$ cat config.mk
export PLATFORM = sky130hd
export DESIGN_NAME = proj_output_stage
export DESIGN_NICKNAME = d
export VERILOG_FILES = /design/src/rtl/proj_stage_pkg.sv /design/src/rtl/sel_debounce.sv /design/src/rtl/proj_output_stage.sv
export SDC_FILE = /design/constraint.sdc
export NUM_CORES = 1
export LEC_CHECK = 0
export ABC_AREA = 1
export BUFFER_PORTS_ARGS = -buffer_cell sky130_fd_sc_hd__buf_2
export CAP_MARGIN = 20
export CORE_UTILIZATION = 44
export DETAILED_ROUTE_END_ITERATION = 10
export GPL_ROUTABILITY_DRIVEN = 0
export PLACE_DENSITY = 0.78
export SLEW_MARGIN = 40
export SYNTH_ARGS = -nofsm -noshare
export SYNTH_HDL_FRONTEND = slang
export SYNTH_SLANG_ARGS = --single-unit
$ cat constraint.sdc
create_clock -name wb_clk_i -period 3.15 [get_ports wb_clk_i]
set_input_delay 0 -clock wb_clk_i [delete_from_list [all_inputs] [get_ports wb_clk_i]]
set_output_delay 0 -clock wb_clk_i [all_outputs]
set_load 0.05 [all_outputs]
$ cat src/rtl/proj_stage_pkg.sv
// ---------------------------------------------------------------------------
// proj_stage_pkg
//   Shared definitions for the project output stage that sits between the
//   16-bit project output mux and the Caravel user IO pads.
//
//   Contents:
//     SEL_W         default project-select width
//     NUM_PROJ      number of valid projects (higher selects map to 0)
//     BITS          default pad / mux data width
//     BLANK_OEB     pad output-enable-bar value while blanked (all pads off)
//     stage_state_t output-stage FSM states
// ---------------------------------------------------------------------------
package proj_stage_pkg;

   localparam int unsigned SEL_W    = 4;
   localparam int unsigned NUM_PROJ = 13;
   localparam int unsigned BITS     = 16;

   localparam logic [BITS-1:0] BLANK_OEB = '1;

   typedef enum logic [1:0] {
      ACTIVE   = 2'd0,
      DEBOUNCE = 2'd1,
      BLANK    = 2'd2
   } stage_state_t;

endpackage : proj_stage_pkg

$ cat src/rtl/sel_debounce.sv
// ---------------------------------------------------------------------------
// sel_debounce
//   Debounces the host project-select request. A new select is accepted only
//   after it has been sampled unchanged for SEL_STABLE consecutive edges while
//   unlocked and different from the currently active project. The unit owns
//   the candidate select and its stability counter; the owning FSM state is
//   supplied by the parent so that requests are ignored while blanking.
//
//   Ports:
//     clk        system clock
//     rst        synchronous active-high reset
//     state      current output-stage FSM state
//     sel_lock   1 = ignore all select changes
//     sel_req    raw requested select (may glitch, may be out of range)
//     cur_sel    currently active (registered) select
//     sel_start  ACTIVE -> DEBOUNCE: a differing request was first seen
//     sel_abort  DEBOUNCE -> ACTIVE: request withdrawn or locked
//     sel_accept request held long enough; switch to sel_new this edge
//     sel_new    select to load when sel_accept is high
// ---------------------------------------------------------------------------
module sel_debounce #(
   parameter int unsigned SEL_W      = 4,
   parameter int unsigned NUM_PROJ   = 13,
   parameter int unsigned SEL_STABLE = 4
) (
   input  logic                         clk,
   input  logic                         rst,
   input  proj_stage_pkg::stage_state_t state,
   input  logic                         sel_lock,
   input  logic [SEL_W-1:0]             sel_req,
   input  logic [SEL_W-1:0]             cur_sel,
   output logic                         sel_start,
   output logic                         sel_abort,
   output logic                         sel_accept,
   output logic [SEL_W-1:0]             sel_new
);

   import proj_stage_pkg::*;

   // deb_cnt only ever holds 1 .. SEL_STABLE-1
   localparam int unsigned CNT_W = (SEL_STABLE > 1) ? $clog2(SEL_STABLE) : 1;

   logic [SEL_W-1:0] nsel;
   logic [SEL_W-1:0] cand;
   logic [CNT_W-1:0] deb_cnt;
   logic             differs;
   logic             cnt_done;

   // Out-of-range project numbers fall back to project 0
   assign nsel     = (32'(sel_req) >= NUM_PROJ) ? '0 : sel_req;
   assign differs  = !sel_lock && (nsel != cur_sel);
   assign cnt_done = (deb_cnt == CNT_W'(SEL_STABLE - 1));

   always_comb begin
      sel_start  = 1'b0;
      sel_abort  = 1'b0;
      sel_accept = 1'b0;
      sel_new    = cand;
      case (state)
         ACTIVE: begin
            if (differs) begin
               if (SEL_STABLE == 1) begin
                  // A single stable sample is enough: accept straight away
                  sel_accept = 1'b1;
                  sel_new    = nsel;
               end else begin
                  sel_start = 1'b1;
               end
            end
         end
         DEBOUNCE: begin
            if (!differs) begin
               sel_abort = 1'b1;
            end else if ((nsel == cand) && cnt_done) begin
               sel_accept = 1'b1;
            end
         end
         default: ;
      endcase
   end

   always_ff @(posedge clk) begin
      if (rst) begin
         cand    <= '0;
         deb_cnt <= '0;
      end else begin
         case (state)
            ACTIVE: begin
               if (differs) begin
                  cand    <= nsel;
                  deb_cnt <= CNT_W'(1);
               end
            end
            DEBOUNCE: begin
               if (differs) begin
                  if (nsel != cand) begin
                     // Request moved to yet another project: restart the count
                     cand    <= nsel;
                     deb_cnt <= CNT_W'(1);
                  end else if (!cnt_done) begin
                     deb_cnt <= deb_cnt + CNT_W'(1);
                  end
               end
            end
            default: ;
         endcase
      end
   end

endmodule : sel_debounce

$ cat src/rtl/proj_output_stage.sv
// ---------------------------------------------------------------------------
// proj_output_stage
//   Output stage between the project output mux and the Caravel user IO
//   pads. Debounces the host project select, drives the registered select
//   into the mux, blanks the pads (tri-stated, data zero) for BLANK_CYCLES
//   cycles on every project switch and after reset, and registers the
//   selected project's data onto the pads. Accepted switches are counted
//   (saturating) for debug.
//
//   Ports:
//     wb_clk_i      system clock
//     wb_rst_i      synchronous active-high reset
//     wbs_sel_i     requested project select (may glitch)
//     sel_lock      1 = ignore all select changes
//     mux_in        combinational output of the project mux
//     mux_sel       registered select driving the project mux
//     io_out        registered pad data
//     io_oeb        registered pad output-enable-bar (0 = driving)
//     switching     high while debouncing or blanking
//     switch_count  accepted switches, saturating at 255
// ---------------------------------------------------------------------------
module proj_output_stage #(
   parameter int unsigned BITS         = proj_stage_pkg::BITS,
   parameter int unsigned SEL_W        = proj_stage_pkg::SEL_W,
   parameter int unsigned NUM_PROJ     = proj_stage_pkg::NUM_PROJ,
   parameter int unsigned SEL_STABLE   = 4,
   parameter int unsigned BLANK_CYCLES = 3
) (
   input  logic             wb_clk_i,
   input  logic             wb_rst_i,
   input  logic [SEL_W-1:0] wbs_sel_i,
   input  logic             sel_lock,
   input  logic [BITS-1:0]  mux_in,
   output logic [SEL_W-1:0] mux_sel,
   output logic [BITS-1:0]  io_out,
   output logic [BITS-1:0]  io_oeb,
   output logic             switching,
   output logic [7:0]       switch_count
);

   import proj_stage_pkg::*;

   localparam int unsigned BCNT_W = (BLANK_CYCLES > 1) ? $clog2(BLANK_CYCLES) : 1;

   stage_state_t      state;
   stage_state_t      next_state;
   logic [BCNT_W-1:0] blank_cnt;
   logic              blank_done;

   logic              sel_start;
   logic              sel_abort;
   logic              sel_accept;
   logic [SEL_W-1:0]  sel_new;

   sel_debounce #(
      .SEL_W      (SEL_W),
      .NUM_PROJ   (NUM_PROJ),
      .SEL_STABLE (SEL_STABLE)
   ) u_sel_debounce (
      .clk        (wb_clk_i),
      .rst        (wb_rst_i),
      .state      (state),
      .sel_lock   (sel_lock),
      .sel_req    (wbs_sel_i),
      .cur_sel    (mux_sel),
      .sel_start  (sel_start),
      .sel_abort  (sel_abort),
      .sel_accept (sel_accept),
      .sel_new    (sel_new)
   );

   assign blank_done = (blank_cnt == BCNT_W'(BLANK_CYCLES - 1));

   always_comb begin
      next_state = state;
      case (state)
         ACTIVE: begin
            if (sel_accept) begin
               next_state = BLANK;
            end else if (sel_start) begin
               next_state = DEBOUNCE;
            end
         end
         DEBOUNCE: begin
            if (sel_abort) begin
               next_state = ACTIVE;
            end else if (sel_accept) begin
               next_state = BLANK;
            end
         end
         BLANK: begin
            if (blank_done) begin
               next_state = ACTIVE;
            end
         end
         default: next_state = BLANK;
      endcase
   end

   // Pads are decided from next_state so that the edge entering BLANK
   // already tri-states them and the edge leaving BLANK loads data from the
   // newly selected project (mux_sel changed BLANK_CYCLES edges earlier).
   always_ff @(posedge wb_clk_i) begin
      if (wb_rst_i) begin
         state        <= BLANK;
         blank_cnt    <= '0;
         mux_sel      <= '0;
         io_out       <= '0;
         io_oeb       <= '1;
         switching    <= 1'b1;
         switch_count <= '0;
      end else begin
         state <= next_state;

         if (sel_accept) begin
            mux_sel   <= sel_new;
            blank_cnt <= '0;
            if (switch_count != 8'hFF) begin
               switch_count <= switch_count + 8'd1;
            end
         end else if ((state == BLANK) && !blank_done) begin
            blank_cnt <= blank_cnt + BCNT_W'(1);
         end

         if (next_state == BLANK) begin
            io_out <= '0;
            io_oeb <= '1;
         end else begin
            io_out <= mux_in;
            io_oeb <= '0;
         end

         switching <= (next_state != ACTIVE);
      end
   end

endmodule : proj_output_stage
==> run_results.csv, run 1 <==
group,metric,value,unit
outcome,status,"finished clean",
run,maxCapViolCount,0,
logic_synthesis,yosysTopAreaCell,"dfxtp_1",
logic_synthesis,synthTopCellsByArea,"dfxtp_1, nand2_1, inv_1, buf_4, nor2_1",
logic_synthesis,synth_top_area_frac,0.432,
logic_synthesis,synth_cell_type_count,28,
setup_path,crit_path_start_kind,"register",
power,p_switching,0.725,mW
global_route,track_usage,0.191,
drt,drt-pass1-iter-count,4,
logic_synthesis,yosys_warnings,0,
logic_synthesis,synth_edf_count,0,
logic_synthesis,yosys.area_share.simple,0.308,
sta,drv_slew,0,
setup_path,cp_data_arrival_time,1910,ps
power,power_frac_clock,0.214,
setup_path,cp.required,3330,ps
logic_synthesis,ys_seq_area_frac,0.432,
setup_path,rr_endpoint,"io_out[3]",
drt,ant_nets,0,
setup_path,max_stage_delay,340,ps
logic_synthesis,synth_top_family_by_area,"simple AND/OR/NAND/NOR gates",
setup_path,path_buf_inv,2,
power,power_density,680,nW/µm²
power,irDropWorstVdd,0.000352,V
sta,fin_ws,1420,ps
sta,timing.final.hold_violations,0,
setup_path,rrSetupSlack,1420,ps
global_route,grt_max_degree,18,
logic_synthesis,syn_nets,265,
setup_path,cp.depth,10,
drt,num_vias,1721,
clocking,cts_buffer_depth,2,
sta,max_clock_freq,578,MHz
clocking,root_buffer,"clkbuf_8",
floorplan,start_util,0.460,
setup_path,crit_top_cell,"nand2_1",
setup_path,crit_type,"register to register",
logic_synthesis,synth-seq-cells,40,
setup_path,cp_slowest_cell,"nor2_4",
logic_synthesis,ys_async_sr_fraction,0,
power,seqPwrFrac,0.378,
global_route,antenna_found_initial,0,
clocking,cts_tree,"done",
placed_design,io_buffer_count,67,
floorplan,ios,68,
floorplan,dieArea,4480,µm²
power,pwr-share-comb,0.408,
setup_path,r2r_start,"state[1]",
floorplan,die_y,66.9,µm
setup_path,cp_max_fo,17,
logic_synthesis,synth_ff_type,"dfxtp_1",
sta,finClkSkew,4.85,ps
setup_path,crit_start,"state[1]",
floorplan,placeableCoreArea,4030,µm²
drt,routed_wl,3810,µm
global_route,overflow,0,
setup_path,critPathCaptureType,"register",
logic_synthesis,synth_common_cells,"dfxtp_1, nand2_1, inv_1, nor2_1, nand3_1",
logic_synthesis,syn_area,1850,µm²
finish,layout.nets,336,
setup_path,cp_top_family,"simple AND/OR/NAND/NOR gates",
sta,worst_slew_pin_slew,642,ps
sta,fin_crit,1730,ps
finish,antenna_cells,0,
logic_synthesis,syn_avg_cell_area,7.76,µm²
drt,drt_iter0_drc,72,
min_path,hp-class,"input port to register",
clocking,htree_levels,2,
sta,timing.slew.headroom,0.569,
finish,drive_gt1_frac,0.315,
power,p_int,0.880,mW
setup_path,reg2regPathDepth,10,
finish,utilization,0.585,
global_route,grt_pass1_wl,6290,µm
drt,routed_via_density,4.77,
clocking,cts_buffers,5,
finish,nFillCells,369,
logic_synthesis,synth_cells,239,
sta,setup-tns-final,0,ps
drt,wire_per_inst,10.6,µm
setup_path,crit_chain,"inv_1, nand2_1, a21oi_1, nand2_1, nor2_2, nand3_2, nor2_4, inv_4, nand2_4, nor2_1",
placed_design,dp_hpwl,2660,µm
logic_synthesis,synth-adder-area-share,0.0202,
logic_synthesis,synth_compound_area_frac,0.0567,
min_path,hp-start,"wb_rst_i",
logic_synthesis,muxShareOfSynthArea,0,
logic_synthesis,synthXorXnorAreaFrac,0.0378,
floorplan,dieWidth,66.9,µm
finish,multiInputGateArea,783,µm²
sta,min_period_over_period,0.549,
finish,seqCellArea,801,µm²
sta,rsz0062_at_grt,"no",
clocking,cts_num_sinks,40,
sta,setup_viol,0,
clocking,clkLatencyLatePin,290,ps
drt,drcViolationCount,0,
clocking,cts_setup_buffers,0,
global_route,grt_pass1_vias,1572,
power,switching_share,0.452,
logic_synthesis,yosysMostFrequentCell,"dfxtp_1",
placed_design,dpl_worst_slack,1420,ps
clocking,clkTransAtPathRegs,80,ps
setup_path,critPathCapture,"io_out[3]",
floorplan,fp-row-count,23,
power,fin_total_pwr,1.60,mW
power,p_leak,1.21,nW
finish,areaGrowthSynthToFinish,27.2,%
-- metal layers --
layer | routed length [µm] | vias up | track usage
li1 | - | 873 | -
met1 | 1550 | 770 | 0.200
met2 | 1890 | 69 | 0.332
met3 | 272 | 9 | 0.0668
met4 | 99 | 0 | 0.104
met5 | 0 | - | 0
-- registers in the layout, indices dropped and copies added, names as in the netlist, 2 cells and up --
signal	flops
io_out	16
switch_count	8
mux_sel	4
u_sel_debounce.sel_new	4
blank_cnt	2
state	2
u_sel_debounce.deb_cnt	2
-- worst reg2reg max path, cell delays in order (launching register included) --
cell	delay, ps
dfxtp_1	320
inv_1	90
nand2_1	70
a21oi_1	120
nand2_1	70
nor2_2	120
nand3_2	110
nor2_4	340
inv_4	100
nand2_4	210
nor2_1	80
-- how the worst min path moves through the flow --
stage               depth (start not counted)  slack, ps         endpoint
floorplan                                   2        110        io_out[0]
global placement                            3        210        io_out[2]
detailed placement                          3        220        io_out[2]
CTS                                         2         10  switch_count[6]
global route                                2         30  switch_count[6]
finish                                      2         20  switch_count[6]
-- area by class of cell --
| type | instances | share of cell area |
|---|---|---|
| multi-input cells | 147 | 0.332 |
| clock buffers | 5 | 0.0292 |
| clock inverters | 3 | 0.00902 |
| flip-flops and latches | 40 | 0.340 |
| well taps | 50 | 0.0265 |
| inverters | 33 | 0.0536 |
| repair buffers | 83 | 0.210 |
-- power by group through the flow --
stage	Combinational, mW	Sequential [mW]	Clock (mW)
final	0.655	0.607	0.343
after global routing	0.709	0.618	0.371
after CTS	0.658	0.608	0.352
after detailed placement	0.642	0.619	0
after global placement	0.637	0.615	0
after floorplan	0.453	0.761	0
-- metrics by stage --
| step | instance area (µm²) | hold WS [ps] | cells |
|---|---|---|---|
| after global placement | 2110 | 211 | 337 |
| after global routing | 2360 | 29.3 | 361 |
| after CTS | 2360 | 11.0 | 361 |
| after floorplan | 1850 | 112 | 239 |
| final | 2360 | 20.9 | 361 |
| after detailed placement | 2110 | 220 | 337 |
-- cells in the final DEF (no fill, tap or decap), types with 5 or more instances in the layout --
cell type,n
dlygate4sd3_1,16
nand3_1,18
dfxtp_1,40
a21oi_1,11
nor3_1,5
clkbuf_8,5
o21ai_0,7
nand2_1,39
xor2_1,5
nor2_2,11
inv_1,31
nor2_1,27
buf_2,67
-- repair_timing --
item | in CTS | in global routing
hold endpoints to repair | 16 | 0
hold buffers | 16 | 0
setup endpoints to repair | 0 | 0
resized for setup | 0 | 0
-- cell families (layout without fill, tap and decap cells) --
group / count (synthesis) / after routing
xor+xnor: 8 / 8
simple gates: 116 / 116
compound gates: 20 / 20
fa+ha+maj: 3 / 3
flops: 40 / 40
buf+inv: 52 / 124
No activity file was read; power rests on OpenSTA's default activity.
==> run 2: changes to the inputs <==
- clock period: 3.15 -> 1.71 ns (I/O delays scaled with it)
==> run 2 against run 1 <==
  * Maximum frequency rose by 11%
  * Sequential power rose by 85%
  * Via count fell by 0.99%
  * Combinational power rose by 89%
  * Global-route usage rose by 0.053 points
  * Clock power rose by 120%
  * Hold slack improved by 3.7 ps
  * Design area rose by 3.7%
  * Power rose by 94%
  * First-iteration DRC count fell by 6.9%
  * Die area did not move
==> run_results.csv, run 2 (synthesis results as in run 1) <==
group,metric,value,unit
outcome,status,"finished clean",
floorplan,start_util,0.460,
setup_path,cp.required,1880,ps
finish,final_common_cell,"buf_2",
sta,worst_slew_pin_slew,376,ps
finish,largest_register_ffs,16,
sta,timing.final.hold_violations,0,
sta,fin_crit,1560,ps
clocking,clkLatencyLatePin,290,ps
placed_design,dp_hpwl,2570,µm
drt,drt-pass1-iter-count,4,
drt,routed_wl,3980,µm
global_route,track_usage,0.192,
drt,drt_iter0_drc,67,
finish,multiInputGateArea,793,µm²
setup_path,cp_max_fo,7,
setup_path,cp_data_arrival_time,1730,ps
finish,areaGrowthSynthToFinish,31.8,%
global_route,overflow,0,
setup_path,crit_path_start_kind,"register",
finish,top_register,"io_out",
sta,drv_slew,0,
clocking,cts_tree,"done",
drt,routed_via_density,4.63,
clocking,root_buffer,"clkbuf_8",
power,switching_share,0.427,
clocking,htree_levels,2,
power,p_int,1.79,mW
power,pwr-share-comb,0.399,
floorplan,dieWidth,66.9,µm
clocking,cts_buffers,5,
power,seqPwrFrac,0.359,
floorplan,ios,68,
power,irDropWorstVdd,0.000719,V
floorplan,fp-row-count,23,
power,p_switching,1.33,mW
clocking,cts_num_sinks,40,
clocking,clkTransAtPathRegs,80,ps
min_path,hp-class,"input port to register",
sta,setup_viol,0,
setup_path,critPathCaptureType,"register",
drt,num_vias,1704,
placed_design,io_buffer_count,67,
power,fin_total_pwr,3.11,mW
global_route,grt_pass1_vias,1552,
finish,reg.largest.list,"io_out x16, switch_count x8",
power,power_density,1270,nW/µm²
finish,layout.nets,343,
drt,wire_per_inst,10.8,µm
global_route,antenna_found_initial,0,
sta,min_period_over_period,0.910,
global_route,grt_max_degree,18,
drt,ant_nets,0,
clocking,cts_buffer_depth,2,
finish,final_cell_mix,"buf_2, nand2_1, dfxtp_1, inv_1, nor2_1",
sta,max_clock_freq,642,MHz
floorplan,die_y,66.9,µm
finish,utilization,0.607,
sta,timing.slew.headroom,0.749,
drt,drcViolationCount,0,
power,power_frac_clock,0.242,
finish,nFillCells,350,
floorplan,dieArea,4480,µm²
run,maxCapViolCount,0,
global_route,grt_pass1_wl,6450,µm
power,p_leak,1.26,nW
setup_path,crit_type,"register to register",
sta,finClkSkew,4.72,ps
finish,antenna_cells,0,
finish,drive_gt1_frac,0.349,
finish,seqCellArea,807,µm²
floorplan,placeableCoreArea,4030,µm²
[run 2: per-stage QoR]
| stage | hold WS, ps | setup TNS (ps) | setup slack (ps) | cells | area (µm²) |
|---|---|---|---|---|---|
| 2_1_floorplan | 112 | 0 | 11.8 | 239 | 1860 |
| 3_3_place_gp | 211 | 0 | 113 | 341 | 2140 |
| 3_5_place_dp | 220 | 0 | 93.2 | 341 | 2140 |
| 4_1_cts | 15.3 | 0 | 71.2 | 365 | 2410 |
| 5_1_grt | 45.8 | -89.9 | -35.4 | 368 | 2440 |
| 6_report | 24.7 | 0 | 153 | 368 | 2440 |
[run 2: area by class of cell]
type / instances / area share
sequential: 40 / 0.330
multi-input combinational: 147 / 0.324
clock buffer: 6 / 0.0297
tap: 50 / 0.0256
clock inverter: 2 / 0.0143
timing repair buffer: 90 / 0.224
inverter: 33 / 0.0517
[run 2: power by group through the flow]
stage               Clock (mW)  Combinational, mW  Sequential (mW)
floorplan                    0              0.835             1.40
global placement             0               1.19             1.13
detailed placement           0               1.21             1.14
CTS                      0.773               1.24             1.12
global route             0.804               1.33             1.14
finish                   0.753               1.24             1.12
[run 2: metal layers]
metal / vias up / global-route usage / wire (µm)
met5: - / 0 / 0
met4: 0 / 0.0904 / 76
met3: 7 / 0.0548 / 271
met2: 66 / 0.331 / 1890
met1: 749 / 0.215 / 1740
li1: 882 / - / -
[run 2: worst paths after layout]
kind	startpoint	end	slack (ps)	depth (start not counted)
max	state[1]	switch_count[4]	150	10
min	wb_rst_i	switch_count[1]	20	2
max reg2reg	state[1]	switch_count[4]	150	10
min reg2reg	switch_count[1]	switch_count[1]	490	2
[run 2: timing repair]
action                                 CTS  global route
hold buffers                            16             0
setup endpoints to repair                0            26
endpoints found under the hold margin   16             0
resized for setup                        0             2
setup buffers                            0             3
[run 2: worst max-delay path, cell delays in order, from the launching register on]
cell and delay, ps:
dfxtp_1 320, inv_1 100, nand2_1 70, a21oi_1 110, nand2_1 70, nor2_2 110, nand2_1 100, nor2_2 110
nand3_1 240, nand2_1 130, a21oi_1 70
